**config.mk**
```make
export PLATFORM = sky130hd
export DESIGN_NAME = flash_arbiter
export DESIGN_NICKNAME = d
export VERILOG_FILES = /design/src/rtl/flash_arbiter_pkg.sv /design/src/rtl/flash_arbiter_shifter.sv /design/src/rtl/flash_arbiter.sv
export SDC_FILE = /design/constraint.sdc
export NUM_CORES = 1
export LEC_CHECK = 0
export BUFFER_PORTS_ARGS = -buffer_cell sky130_fd_sc_hd__buf_4
export CAP_MARGIN = 20
export CORE_MARGIN = 2
export CORE_UTILIZATION = 56
export CTS_CLUSTER_SIZE = 28
export DETAILED_ROUTE_END_ITERATION = 10
export HOLD_SLACK_MARGIN = 0.12
export PLACE_DENSITY = 0.8
export SLEW_MARGIN = 40
export SYNTH_ARGS = -nofsm -noshare
export SYNTH_HDL_FRONTEND = slang
export SYNTH_HIERARCHICAL = 1
export SYNTH_SLANG_ARGS = --single-unit
```
**constraint.sdc**
```tcl
create_clock -name clk -period 2.78 [get_ports clk]
set_clock_uncertainty 0.2 [all_clocks]
set_input_delay 0.556 -clock clk [delete_from_list [all_inputs] [get_ports clk]]
set_output_delay 0.556 -clock clk [all_outputs]
set_load 0.02 [all_outputs]
```
**src/rtl/flash_arbiter_pkg.sv**
```systemverilog
// -----------------------------------------------------------------------------
// flash_arbiter_pkg
// Shared types and constants for the two-port SPI flash read arbiter.
//   state_t      : sequencer states (IDLE, SETUP, SHIFT, HOLD, GAP)
//   READ_CMD     : standard single-IO read opcode sent before the address
//   *_BITS       : frame layout of one read transaction on the flash pins
//   byte_swap32  : reorders the MSB-first received stream into a
//                  little-endian word (flash byte k -> bits [8k+7:8k])
// -----------------------------------------------------------------------------
package flash_arbiter_pkg;

  typedef enum logic [2:0] {
    ST_IDLE  = 3'd0,
    ST_SETUP = 3'd1,
    ST_SHIFT = 3'd2,
    ST_HOLD  = 3'd3,
    ST_GAP   = 3'd4
  } state_t;

  localparam logic [7:0] READ_CMD   = 8'h03;
  localparam int         CMD_BITS   = 8;
  localparam int         ADDR_BITS  = 24;
  localparam int         DATA_BITS  = 32;
  localparam int         TOTAL_BITS = 64;

  // The shift-in register holds flash byte 0 in its top byte; the requester
  // wants flash byte 0 in the bottom byte.
  function automatic logic [DATA_BITS-1:0] byte_swap32(input logic [DATA_BITS-1:0] w);
    return {w[7:0], w[15:8], w[23:16], w[31:24]};
  endfunction

endpackage

```
**src/rtl/flash_arbiter_shifter.sv**
```systemverilog
// -----------------------------------------------------------------------------
// flash_arbiter_shifter
// SPI bit engine for one mode-0 read frame: 8 command + 24 address bits out
// on io0, then 32 data bits in on io1.
//   clk, resetn     : system clock, async active-low reset
//   i_load          : grant strobe; latches {READ_CMD, i_addr}, restarts the
//                     divider and slot counter, presents command bit 7
//   i_addr          : word-aligned byte address to transmit
//   i_shift_en      : high while the sequencer is in SHIFT
//   i_io1           : MISO from the flash
//   o_tick          : divider terminal count (one clk every CLKDIV clks)
//   o_done          : falling edge that ends the last slot
//   o_sclk          : flash_clk
//   o_io0_oe/o_io0_do : MOSI enable and data
//   o_rx            : received data in stream order (byte 0 in [31:24])
// -----------------------------------------------------------------------------
module flash_arbiter_shifter
  import flash_arbiter_pkg::*;
#(
  parameter int CLKDIV = 1
) (
  input  logic                 clk,
  input  logic                 resetn,
  input  logic                 i_load,
  input  logic [ADDR_BITS-1:0] i_addr,
  input  logic                 i_shift_en,
  input  logic                 i_io1,
  output logic                 o_tick,
  output logic                 o_done,
  output logic                 o_sclk,
  output logic                 o_io0_oe,
  output logic                 o_io0_do,
  output logic [DATA_BITS-1:0] o_rx
);

  localparam int                TX_BITS        = CMD_BITS + ADDR_BITS;
  localparam int                SLOT_W         = $clog2(TOTAL_BITS);
  localparam logic [SLOT_W-1:0] LAST_SLOT      = SLOT_W'(TOTAL_BITS - 1);
  localparam logic [SLOT_W-1:0] FIRST_DATA     = SLOT_W'(TX_BITS);
  localparam logic [SLOT_W-1:0] LAST_ADDR_SLOT = SLOT_W'(TX_BITS - 1);
  localparam logic [7:0]        DIV_RELOAD     = 8'(CLKDIV - 1);

  logic [7:0]           r_div;
  logic [SLOT_W-1:0]    r_slot;
  logic [TX_BITS-1:0]   r_tx;
  logic [DATA_BITS-1:0] r_rx;
  logic                 r_sclk;
  logic                 r_oe;
  logic                 r_do;

  logic w_tick;
  logic w_rise;
  logic w_fall;

  assign w_tick = (r_div == 8'd0);
  assign w_rise = i_shift_en & w_tick & ~r_sclk;
  assign w_fall = i_shift_en & w_tick &  r_sclk;

  assign o_tick   = w_tick;
  assign o_done   = w_fall & (r_slot == LAST_SLOT);
  assign o_sclk   = r_sclk;
  assign o_io0_oe = r_oe;
  assign o_io0_do = r_do;
  assign o_rx     = r_rx;

  // Free-running down-counter; reloading it at the grant aligns every later
  // phase (SETUP, each half slot, HOLD, GAP) to CLKDIV-cycle boundaries.
  always_ff @(posedge clk or negedge resetn) begin
    if (!resetn) begin
      r_div <= '0;
    end else if (i_load || w_tick) begin
      r_div <= DIV_RELOAD;
    end else begin
      r_div <= r_div - 8'd1;
    end
  end

  always_ff @(posedge clk or negedge resetn) begin
    if (!resetn) begin
      r_slot <= '0;
      r_tx   <= '0;
      r_rx   <= '0;
      r_sclk <= 1'b0;
      r_oe   <= 1'b0;
      r_do   <= 1'b0;
    end else if (i_load) begin
      r_slot <= '0;
      r_sclk <= 1'b0;
      r_tx   <= {READ_CMD, i_addr};
      r_oe   <= 1'b1;
      r_do   <= READ_CMD[7];
    end else if (w_rise) begin
      r_sclk <= 1'b1;
      if (r_slot >= FIRST_DATA) begin
        r_rx <= {r_rx[DATA_BITS-2:0], i_io1};
      end
    end else if (w_fall) begin
      r_sclk <= 1'b0;
      if (r_slot != LAST_SLOT) begin
        r_slot <= r_slot + SLOT_W'(1);
        // Zeros shift in behind the address, so io0_do idles low once the
        // data phase starts.
        r_tx   <= {r_tx[TX_BITS-2:0], 1'b0};
        r_do   <= r_tx[TX_BITS-2];
        if (r_slot == LAST_ADDR_SLOT) begin
          r_oe <= 1'b0;
        end
      end
    end
  end

endmodule

```
**src/rtl/flash_arbiter.sv**
```systemverilog
// -----------------------------------------------------------------------------
// flash_arbiter
// Two-port round-robin read arbiter and sequencer for a single-IO SPI flash.
// Each granted request runs one 0x03 read of a 32-bit word and returns it
// little-endian on that port's rdata with a one-cycle ready pulse.
//   clk, resetn                 : system clock, async active-low reset
//   reqN_valid / reqN_addr      : request and byte address (bits [1:0] ignored)
//   reqN_ready / reqN_rdata     : completion pulse and held read data
//   busy                        : grant through end of GAP
//   flash_csb, flash_clk        : chip select (active low), mode-0 SPI clock
//   flash_io0_oe, flash_io0_do  : MOSI drive
//   flash_io1_di                : MISO
//
// state | meaning
// ------+------------------------------------------------------------------
// IDLE  | waiting for a valid; grant, latch address, drop csb
// SETUP | CLKDIV cycles of csb low with command bit 7 on io0 before clocking
// SHIFT | 64 slots: command + address out, then data in
// HOLD  | CLKDIV cycles with clock low before releasing csb
// GAP   | CLKDIV cycles of csb high, then back to IDLE
// -----------------------------------------------------------------------------
module flash_arbiter
  import flash_arbiter_pkg::*;
#(
  parameter int CLKDIV = 1
) (
  input  logic                 clk,
  input  logic                 resetn,
  input  logic                 req0_valid,
  input  logic [ADDR_BITS-1:0] req0_addr,
  output logic                 req0_ready,
  output logic [DATA_BITS-1:0] req0_rdata,
  input  logic                 req1_valid,
  input  logic [ADDR_BITS-1:0] req1_addr,
  output logic                 req1_ready,
  output logic [DATA_BITS-1:0] req1_rdata,
  output logic                 busy,
  output logic                 flash_csb,
  output logic                 flash_clk,
  output logic                 flash_io0_oe,
  output logic                 flash_io0_do,
  input  logic                 flash_io1_di
);

  state_t               r_state;
  logic                 r_last_grant;
  logic                 r_grant;
  logic                 r_csb;
  logic                 r_busy;
  logic                 r_ready0;
  logic                 r_ready1;
  logic [DATA_BITS-1:0] r_rdata0;
  logic [DATA_BITS-1:0] r_rdata1;

  logic                 w_any;
  logic                 w_pick1;
  logic                 w_load;
  logic [ADDR_BITS-1:0] w_addr;
  logic                 w_tick;
  logic                 w_done;
  logic [DATA_BITS-1:0] w_rx;

  assign w_any   = req0_valid | req1_valid;
  // Port 1 wins when it is alone, or on a tie when port 0 was granted last.
  assign w_pick1 = req1_valid & (~req0_valid | ~r_last_grant);
  assign w_load  = (r_state == ST_IDLE) & w_any;
  assign w_addr  = (w_pick1 ? req1_addr : req0_addr) & 24'hFF_FFFC;

  flash_arbiter_shifter #(
    .CLKDIV (CLKDIV)
  ) u_shifter (
    .clk        (clk),
    .resetn     (resetn),
    .i_load     (w_load),
    .i_addr     (w_addr),
    .i_shift_en (r_state == ST_SHIFT),
    .i_io1      (flash_io1_di),
    .o_tick     (w_tick),
    .o_done     (w_done),
    .o_sclk     (flash_clk),
    .o_io0_oe   (flash_io0_oe),
    .o_io0_do   (flash_io0_do),
    .o_rx       (w_rx)
  );

  always_ff @(posedge clk or negedge resetn) begin
    if (!resetn) begin
      r_state      <= ST_IDLE;
      r_last_grant <= 1'b1;
      r_grant      <= 1'b0;
      r_csb        <= 1'b1;
      r_busy       <= 1'b0;
      r_ready0     <= 1'b0;
      r_ready1     <= 1'b0;
      r_rdata0     <= '0;
      r_rdata1     <= '0;
    end else begin
      r_ready0 <= 1'b0;
      r_ready1 <= 1'b0;
      case (r_state)
        ST_IDLE: begin
          if (w_any) begin
            r_grant      <= w_pick1;
            r_last_grant <= w_pick1;
            r_csb        <= 1'b0;
            r_busy       <= 1'b1;
            r_state      <= ST_SETUP;
          end
        end
        ST_SETUP: begin
          if (w_tick) r_state <= ST_SHIFT;
        end
        ST_SHIFT: begin
          if (w_done) r_state <= ST_HOLD;
        end
        ST_HOLD: begin
          if (w_tick) begin
            r_csb   <= 1'b1;
            r_state <= ST_GAP;
            // The transaction completes even if its valid was dropped early.
            if (r_grant) begin
              r_ready1 <= 1'b1;
              r_rdata1 <= byte_swap32(w_rx);
            end else begin
              r_ready0 <= 1'b1;
              r_rdata0 <= byte_swap32(w_rx);
            end
          end
        end
        ST_GAP: begin
          if (w_tick) begin
            r_busy  <= 1'b0;
            r_state <= ST_IDLE;
          end
        end
        default: r_state <= ST_IDLE;
      endcase
    end
  end

  assign req0_ready = r_ready0;
  assign req1_ready = r_ready1;
  assign req0_rdata = r_rdata0;
  assign req1_rdata = r_rdata1;
  assign busy       = r_busy;
  assign flash_csb  = r_csb;

endmodule

```
# Word level (Yosys, flattened, before mapping)
# Cells that the tools add are included.
[totals]
regBits = 153
in_bits = 53
output_inout_bits = 71
[classes]
add_sub_neg = 2
n_lt_le_gt_ge = 1
n_eq_ne = 13
mux = 40
bitwise = 13
n_reduce_logical = 18
[ops]
columns = ["op", "count"]
rows = [
  ["31-bit two-way mux", 4],
  ["24-bit two-way mux", 1],
  ["6-bit two-way mux", 4],
  ["1-bit two-way mux", 22],
  ["3-bit AND reduction", 6],
  ["3-bit two-way mux", 5],
  ["3-bit one-hot mux with 5 select lines", 1],
  ["2-bit nonzero test", 5],
  ["8-bit logical NOT", 1],
  ["8-bit two-way mux", 1],
  ["2-bit by 1-bit != test with 1-bit output, second input constant", 4],
  ["8-bit by 1-bit subtractor with 8-bit output, second input constant", 1],
  ["6-bit by 1-bit adder with 6-bit output, second input constant", 1],
  ["1-bit bitwise AND", 6],
  ["3-bit by 2-bit == test with 1-bit output, second input constant", 2],
  ["6-bit by 5-bit == test with 1-bit output, second input constant", 1],
  ["6-bit == test, second input constant", 1],
  ["6-bit greater-or-equal comparator, second input constant", 1],
  ["6-bit != test, second input constant", 1],
  ["1-bit NOT", 5],
  ["5-bit AND reduction", 1],
  ["2-bit != test, second input constant", 2],
  ["1-bit one-hot mux with 2 select lines", 2],
  ["4-bit AND reduction", 1],
  ["other kinds (7)", 8],
]

# Longest topological paths before layout
# Gate-level depths: netlist (run 1).
[logic_depth]
word_depth = 6
depth_mapped = 8
depth_no_buf = 7

# By module
# The synthesis (run 1) kept the hierarchy.
[modules_own_cells]
columns = ["module", "instances", "cells_each", "area_each_um2"]
rows = [
  ["flash_arbiter_shifter", 1, 322, 3658.5],
  ["flash_arbiter", 1, 194, 3140.5],
]

# Worst setup path after synthesis (run 1)
# No wires, ideal clock.
[synth_timing]
kind = "in2reg"
from = "input port req0_valid"
to = "register u_shifter.r_rx[0], in the netlist u_shifter/o_rx[0]"
setup_ps = 125
t_arrival_ps = 2062
slack_ps = 393
stages = 6
path_buffers = 2
cell_sequence = "o21ai_0 -> inv_1 -> or4_4 -> buf_6 -> buf_12 -> mux2_4"
[synth_via]
elab_chain_cells = 4
[synth_lines]
columns = ["element", "line_no", "source"]
rows = [
  ["start: declaration", "flash_arbiter.sv:29", "input logic req0_valid,"],
  ["1-bit OR", "flash_arbiter.sv:63", "assign w_any = req0_valid | req1_valid;"],
  ["1-bit bitwise AND", "flash_arbiter.sv:66", "assign w_load = (r_state == ST_IDLE) & w_any;"],
  ["named net w_load", "flash_arbiter.sv:57", "logic w_load;"],
  ["1-bit NOT (no line)", "--", ""],
  ["3-bit AND reduction (no line)", "--", ""],
  ["end signal: assignment", "flash_arbiter_shifter.sv:95", "r_rx <= {r_rx[DATA_BITS-2:0], i_io1};"],
  ["end: declaration", "flash_arbiter_shifter.sv:46", "logic [DATA_BITS-1:0] r_rx;"],
]
# The timed path passes the listed nets, and every way through them passes these cells.
# A chain may end at the register's enable or synchronous reset.

# Worst setup path in the final report (run 1)
[layout_timing]
from = "register r_state[2]"
to = "register u_shifter.r_rx[4], in the netlist u_shifter/o_rx[4]"
[layout_via]
elab_chain_cells = 4
word_cells_on_any_way = 7
[layout_lines]
columns = ["element", "line_no", "source"]
rows = [
  ["start: declaration", "flash_arbiter.sv:45", "state_t r_state;"],
  ["start signal: assignment", "flash_arbiter.sv:88", "r_state <= ST_IDLE;"],
  ["start signal: assignment", "flash_arbiter.sv:107", "r_state <= ST_SETUP;"],
  ["start signal: assignment", "flash_arbiter.sv:111", "if (w_tick) r_state <= ST_SHIFT;"],
  ["3-bit by 2-bit == test with 1-bit output / 3-bit logical NOT (equally long branches)", "flash_arbiter.sv:76, flash_arbiter.sv:66", ""],
  ["1-bit bitwise AND (on tied branches)", "flash_arbiter_shifter.sv:56, flash_arbiter.sv:66", ""],
  ["1-bit bitwise AND / 1-bit NOT (equally long branches)", "--", ""],
  ["3-bit AND reduction (no line) (*)", "--", ""],
]
# Every way passes the cells marked *; elsewhere a longest branch is shown, timed or not.

==> summary.md, run 1 <==
Hold path
- **worst hold path startpoint** flash_io1_di
- **worst hold stages** 2
- **worst min-delay path category** in -> reg
- **hold worst-path end** u_shifter/o_rx[0]

Synth
- **Yosys top cell by area** dfrtp_1
- **FF+latch count, synth** 153
- **Post-Synth Simple-Gate Area** 9.00%
- **Netlist cell types** 44
- **largest family of logic cells by synthesized area** multiplexers
- **main area contributors after synthesis** dfrtp_1 (56%), mux2_4 (13%), mux2_2 (9.4%)
- **Post-Syn Instances** 516
- **adder and majority gate portion of the synthesized area** 0.736%
- **fraction of synthesized area in multiplexers** 23.0%
- **sequential cell area fraction in the yosys report** 56.3%
- **share of the synthesized area in compound gates (AO/OA/AOI/OAI)** 6.18%
- **xor/xnor cell area share of the yosys netlist** 1.03%
- **Synth Area per Inst** 13.2 um2
- **yosys warns** 6
- **fraction of post-synthesis cell area in the top cell type by area** 55.6%
- **post-synth design cell area** 6800 um2

Status
- **outcome** finished, final reports clean

Run
- **MaxCap Viol Count** 0

Die
- **area inside the core boundary** 11900 um2
- **count of standard-cell rows** 40
- **Initial Util** 57.1%
- **Die W** 114 um
- **number of top-level pins** 124
- **vertical die dimension** 114 um
- **die area** 13000 um2

Worst setup path
- **Crit-path slowest cell** or4_4
- **worst reg2reg setup slack** 0.18 ns
- **cell class contributing the biggest share of worst-path delay** simple AND/OR/NAND/NOR gates
- **type of destination of the critical path** flip-flop
- **cells on worst reg2reg path** 5
- **worst setup path category** reg -> reg
- **number of buffer and inverter stages on the critical path** 0
- **end of the worst register-to-register path** u_shifter/o_rx[4]
- **delay of the slowest cell on the worst path** 0.71 ns
- **critical path arrival** 2.70 ns
- **worst reg2reg path startpoint** r_state[2]
- **crit-path cells** nor3b_1, and4bb_2, nand2_2, or4_4, mux2_4
- **sort of element at the start of the critical path** flip-flop
- **data required time of the critical path** 2.88 ns
- **CP Max Fanout** 32

Global routing
- **wire length of the first global-routing pass** 21.9 mm
- **met3 Resource Use GR** 5.13%
- **final global-route overflow total** 0
- **global-route track usage on met1** 28.6%
- **number of global-route vias before repair** 4422
- **maximum number of pins on one net before global-route repair** 71
- **GR peak layer** met2
- **initial antenna violation count** 0
- **met2 Use GR** 34.6%
- **All-Layer GR Usage** 21.4%

Clocking
- **clock tree root buffer cell** clkbuf_16
- **maximum number of buffers from clock root to sink** 2
- **number of sinks driven by the clock tree** 153
- **clk_lat worst skew** 0.41 ns
- **CTS H-Tree Depth** 4
- **clock slew at the register clock pins of the worst setup and hold paths** 0.06 ns
- **Resized Gates After CTS** 0
- **total clock buffers created by CTS** 17
- **TritonCTS clock tree** built

Timing
- **final critical delay including setup and external delays** 2.60 ns
- **Fin. Hold Viols** 0
- **max-slew violation total from the final report** 0
- **Final TNS setup** 0 ns
- **worst-case headroom to the max-slew limit** 58.6%
- **final period utilization** 93.6%
- **RSZ-0062 raised after global routing** false
- **final setup violating endpoints** 0
- **Peak Freq** 384 MHz
- **actual transition at the worst max-transition pin** 0.620 ns

Final layout
- **fin cells** 796
- **Area growth syn-to-layout** 23.2%
- **# nets final** 693
- **fraction of final layout cells with drive strength greater than 1** 44.7%
- **Antenna Cells** 0

Pwr
- **VDD IR-drop max** 415 uV
- **sum of internal, switching and leakage power** 4.59 mW
- **power density over cell area** 548 nW/um2
- **leak pwr** 4.33 nW

Route
- **Final ANT Viol Nets** 0
- **First DRT Iteration DRCs** 345
- **DR pass1 iterations** 4
- **residual DRC count** 0
- **average vias per placed instance** 5.43
- **total vias in the final route** 4326
- **total wire length** 13.2 mm
- **Wirelength per Cell** 16.6 um

Placed design
- **number of buffers added on ports** 119
- **RePlAce Congestion** 0.727
- **cell count after placement** 762
- **Final HPWL DP** 8.53 mm

Yosys cell counts (all sizes together):
library cell,number
dfrtp,151
mux2,119
nand2,40
a21oi,37
a31oi,24
nor2,23
nor2b,23
clkbuf,18
buf,13
nand3,11
inv,8
o21ai,6
ha,4
nor3,4
xnor2,4
xor2,4
or3,3
and3,2
dfstp,2
nor4,2
o31ai,2
or2,2
or4,2
a21boi,1
a21o,1
a22o,1
a22oi,1
and4b,1
and4bb,1
conb,1
nand2b,1
nand4,1
nand4b,1
nor3b,1
o2111ai,1
cell usage in the layout (no fill, tap or decap), types with 2 or more instances in the layout:
cell / n
dfrtp_1: 151
buf_4: 126
mux2_4: 59
mux2_2: 57
nand2_1: 38
a21oi_1: 37
a31oi_1: 24
nor2b_1: 23
nor2_1: 22
clkbuf_16: 17
nand3_1: 11
inv_1: 8
o21ai_0: 6
clkinvlp_4: 6
nor3_1: 4
xor2_1: 4
clkinv_2: 4
xnor2_1: 4
ha_1: 4
mux2_1: 3
or3_1: 3
nand2_2: 2
clkbuf_8: 2
bufinv_16: 2
dfstp_2: 2
dlygate4sd3_1: 2
buf_12: 2
and3_2: 2
or2_2: 2
o31ai_1: 2
conb_1: 2
logic make-up after synthesis:
logic type,count (synthesis)
compound gates,74
xor+xnor,8
fa+ha+maj,4
buf+inv,39
flops,153
mux,119
other cells,1
simple gates,118
cell type report:
class | instances | area (um2)
clock buffers | 20 | 457
clock inverters | 12 | 125
fillers | 826 | 3540
inverters | 8 | 30.0
multi-input cells | 325 | 2730
flip-flops and latches | 153 | 3830
well taps | 147 | 184
repair buffers | 131 | 1020
worst reg2reg max path, delay by kind of cell, from the launching register on:
kind          cells  cell delay, ns
flops             1            0.45
simple gates      4            1.41
mux               1            0.43
metal layers:
metal,vias to the layer above,wire length [um]
li1,2042,-
met4,0,143
met5,-,0
met2,128,6640
met1,2142,5810
met3,14,596
power breakdown:
group	total, mW	switching, mW	internal [mW]
clock	2.22	0.857	1.36
sequential	2.23	0.000761	2.23
combinational	0.140	0.0661	0.0740
total	4.59	0.924	3.66
how the worst max path moves through the flow:
stage / start / end / slack, ns / depth (start not counted)
2_1_floorplan: req0_valid / u_shifter/o_rx[0] / 0.39 / 6
3_3_place_gp: req0_valid / u_shifter/o_rx[28] / 0.1 / 5
3_5_place_dp: req0_valid / u_shifter/o_rx[17] / 0.06 / 5
4_1_cts: r_state[0] / u_shifter/o_rx[4] / 0.21 / 5
5_1_grt: r_state[0] / u_shifter/o_rx[4] / 0.10 / 5
6_report: r_state[2] / u_shifter/o_rx[4] / 0.18 / 5
state kept, by name, summed over array words and instances (netlist names):
name,cells
busy,1
flash_csb,1
r_grant,1
r_last_grant,1
r_state,3
req0_rdata,32
req0_ready,1
req1_rdata,32
req1_ready,1
u_shifter/o_io0_do,1
u_shifter/o_io0_oe,1
u_shifter/o_rx,32
u_shifter/o_sclk,1
u_shifter/r_div,8
u_shifter/r_slot,6
u_shifter/r_tx,31
per-stage QoR:
stage	util, %	hold WS [ns]	area, um2	setup slack (ns)
global placement	65.3	0.261	7770	0.0998
global route	70.3	0.159	8380	0.105
floorplan	-	0.0604	6800	0.393
finish	70.3	0.177	8380	0.178
detailed placement	65.3	0.261	7770	0.0558
CTS	70.3	0.163	8380	0.210
timing repair:
action | in CTS | in global routing
endpoints found under the hold margin | 55 | 0
setup buffers | 0 | 0
hold buffers | 2 | 0
Note: power is estimated with default switching activity, not from simulation.
==> run 2, diff against run 1 <==
CORE_ASPECT_RATIO = 0.7   (was unset)
==> run 2 against run 1 <==
Non-clock buffer count is 2 higher. Sequential share of layout area is 0.33 points lower. Hold slack hardly changed. Maximum frequency is 0.56% lower. Cell count is 1.5% higher. Combinational power is 3% higher. Power is 1.4% higher. Die area is 0.11% higher. First-iteration DRC count is 33% lower. Count of clock-buffer cells in the layout is 2 lower. Worst setup slack worse by 0.015 ns. Routed wire length is 7.3% higher. Critical endpoint is now u_shifter/o_rx[12]. Largest cell class unchanged.
==> summary.md, run 2 (synthesis results as in run 1) <==
Die
- **count of standard-cell rows** 33
- **number of top-level pins** 124
- **Die W** 136 um
- **Initial Util** 57.8%
- **area inside the core boundary** 11800 um2
- **vertical die dimension** 96.2 um
- **die area** 13100 um2

Worst setup path
- **cells on worst reg2reg path** 6
- **type of destination of the critical path** flip-flop
- **worst setup path category** in -> reg
- **data required time of the critical path** 2.88 ns
- **CP Max Fanout** 32
- **sort of element at the start of the critical path** input pin
- **critical path arrival** 2.71 ns

Final layout
- **final core utilization** 71.7%
- **# nets final** 695
- **most common cell after layout, fill and taps aside** dfrtp_1
- **most frequent cells in the layout** dfrtp_1 (151), buf_4 (126), mux2_4 (59)
- **Area growth syn-to-layout** 24.1%
- **Antenna Cells** 0
- **register area** 3830 um2
- **Design Area, Final** 8440 um2
- **fraction of final layout cells with drive strength greater than 1** 45.0%
- **fin cells** 808
- **combined area of the multi-input logic cells** 2730 um2
- **fillcell total** 810

Route
- **total wire length** 14.2 mm
- **First DRT Iteration DRCs** 230
- **Final ANT Viol Nets** 0
- **total vias in the final route** 4385
- **DR pass1 iterations** 4
- **average vias per placed instance** 5.43
- **Wirelength per Cell** 17.5 um
- **residual DRC count** 0

Timing
- **max-slew violation total from the final report** 0
- **actual transition at the worst max-transition pin** 0.645 ns
- **Final TNS setup** 0 ns
- **final setup violating endpoints** 0
- **RSZ-0062 raised after global routing** false
- **final critical delay including setup and external delays** 2.62 ns
- **final period utilization** 94.1%
- **hold slack final** 0.177 ns
- **Peak Freq** 382 MHz
- **Fin. Hold Viols** 0
- **worst-case headroom to the max-slew limit** 57.0%
- **fin worst setup slack** 0.164 ns

Pwr
- **net switching power figure** 1.05 mW
- **relative contribution of sequential cells to total power** 47.9%
- **share of power burned in combinational logic** 3.1%
- **Internal Dissipation** 3.60 mW
- **power density over cell area** 551 nW/um2
- **VDD IR-drop max** 499 uV
- **Sw Share** 22.7%
- **Clock Power Share** 49.0%
- **leak pwr** 4.35 nW
- **sum of internal, switching and leakage power** 4.65 mW

Global routing
- **number of global-route vias before repair** 4474
- **All-Layer GR Usage** 22.9%
- **maximum number of pins on one net before global-route repair** 71
- **wire length of the first global-routing pass** 23.1 mm
- **initial antenna violation count** 0
- **final global-route overflow total** 0

Clocking
- **maximum number of buffers from clock root to sink** 2
- **CTS H-Tree Depth** 4
- **TritonCTS clock tree** built
- **number of sinks driven by the clock tree** 153
- **clock slew at the register clock pins of the worst setup and hold paths** 0.06 ns
- **clk_lat worst skew** 0.42 ns
- **clock tree root buffer cell** clkbuf_16
- **total clock buffers created by CTS** 17

Hold path
- **worst hold stages** 2
- **worst min-delay path category** in -> reg

Placed design
- **worst setup timing slack at the placement stage** 0.206 ns
- **number of buffers added on ports** 119
- **RePlAce Congestion** 0.761
- **Post-Place Cell Area** 7830 um2
- **Final HPWL DP** 8.91 mm
- **cell count after placement** 774

Run
- **MaxCap Viol Count** 0

Status
- **outcome** finished, final reports clean

[run 2: worst max-delay path: stages]
cell and delay, ns:
dlygate4sd3_1 0.54, buf_4 0.15, o21ai_1 0.22, clkinv_1 0.13, or4_4 0.56, buf_12 0.21
mux2_4 0.33
[run 2: final cells by class]
class / instances / area share (%)
Clock buffer: 18 / 5.21
Clock inverter: 14 / 1.79
Inverter: 8 / 0.356
Multi-Input combinational cell: 325 / 32.4
Sequential cell: 153 / 45.4
Tap cell: 157 / 2.33
Timing Repair Buffer: 133 / 12.5
[run 2: what timing repair did]
item | 4_1_cts | 5_1_grt
hold buffers | 2 | 0
endpoints found under the setup margin | 0 | 32
setup buffers | 0 | 0
gates resized for setup | 0 | 1
hold endpoints to repair | 48 | 0
[run 2: power groups by stage]
stage	registers, mW	logic, mW	clock network (mW)
finish	2.23	0.144	2.28
detailed placement	2.27	0.144	0
global placement	2.27	0.139	0
CTS	2.23	0.148	2.32
floorplan	2.27	0.0348	0
global route	2.23	0.162	2.43
[run 2: final timing paths]
check,slack (ns),endpoint,startpoint
worst max-delay path,0.16,u_shifter/o_rx[12],req0_valid
worst min-delay path,0.18,u_shifter/o_rx[0],flash_io1_di
worst max register to register,0.29,u_shifter/o_rx[12],r_state[0]
worst min register to register,0.28,busy,busy
max in group asynchronous,1.20,req1_rdata[23],resetn
min in group asynchronous,0.47,u_shifter/r_tx[19],resetn
[run 2: per-layer routing]
| metal | track usage [%] | routed length (um) | vias to the layer above |
|---|---|---|---|
| met2 | 39.2 | 7160 | 109 |
| met1 | 30.1 | 6360 | 2214 |
| li1 | - | - | 2050 |
| met3 | 4.79 | 501 | 12 |
| met4 | 6.16 | 138 | 0 |
| met5 | 0 | 0 | - |
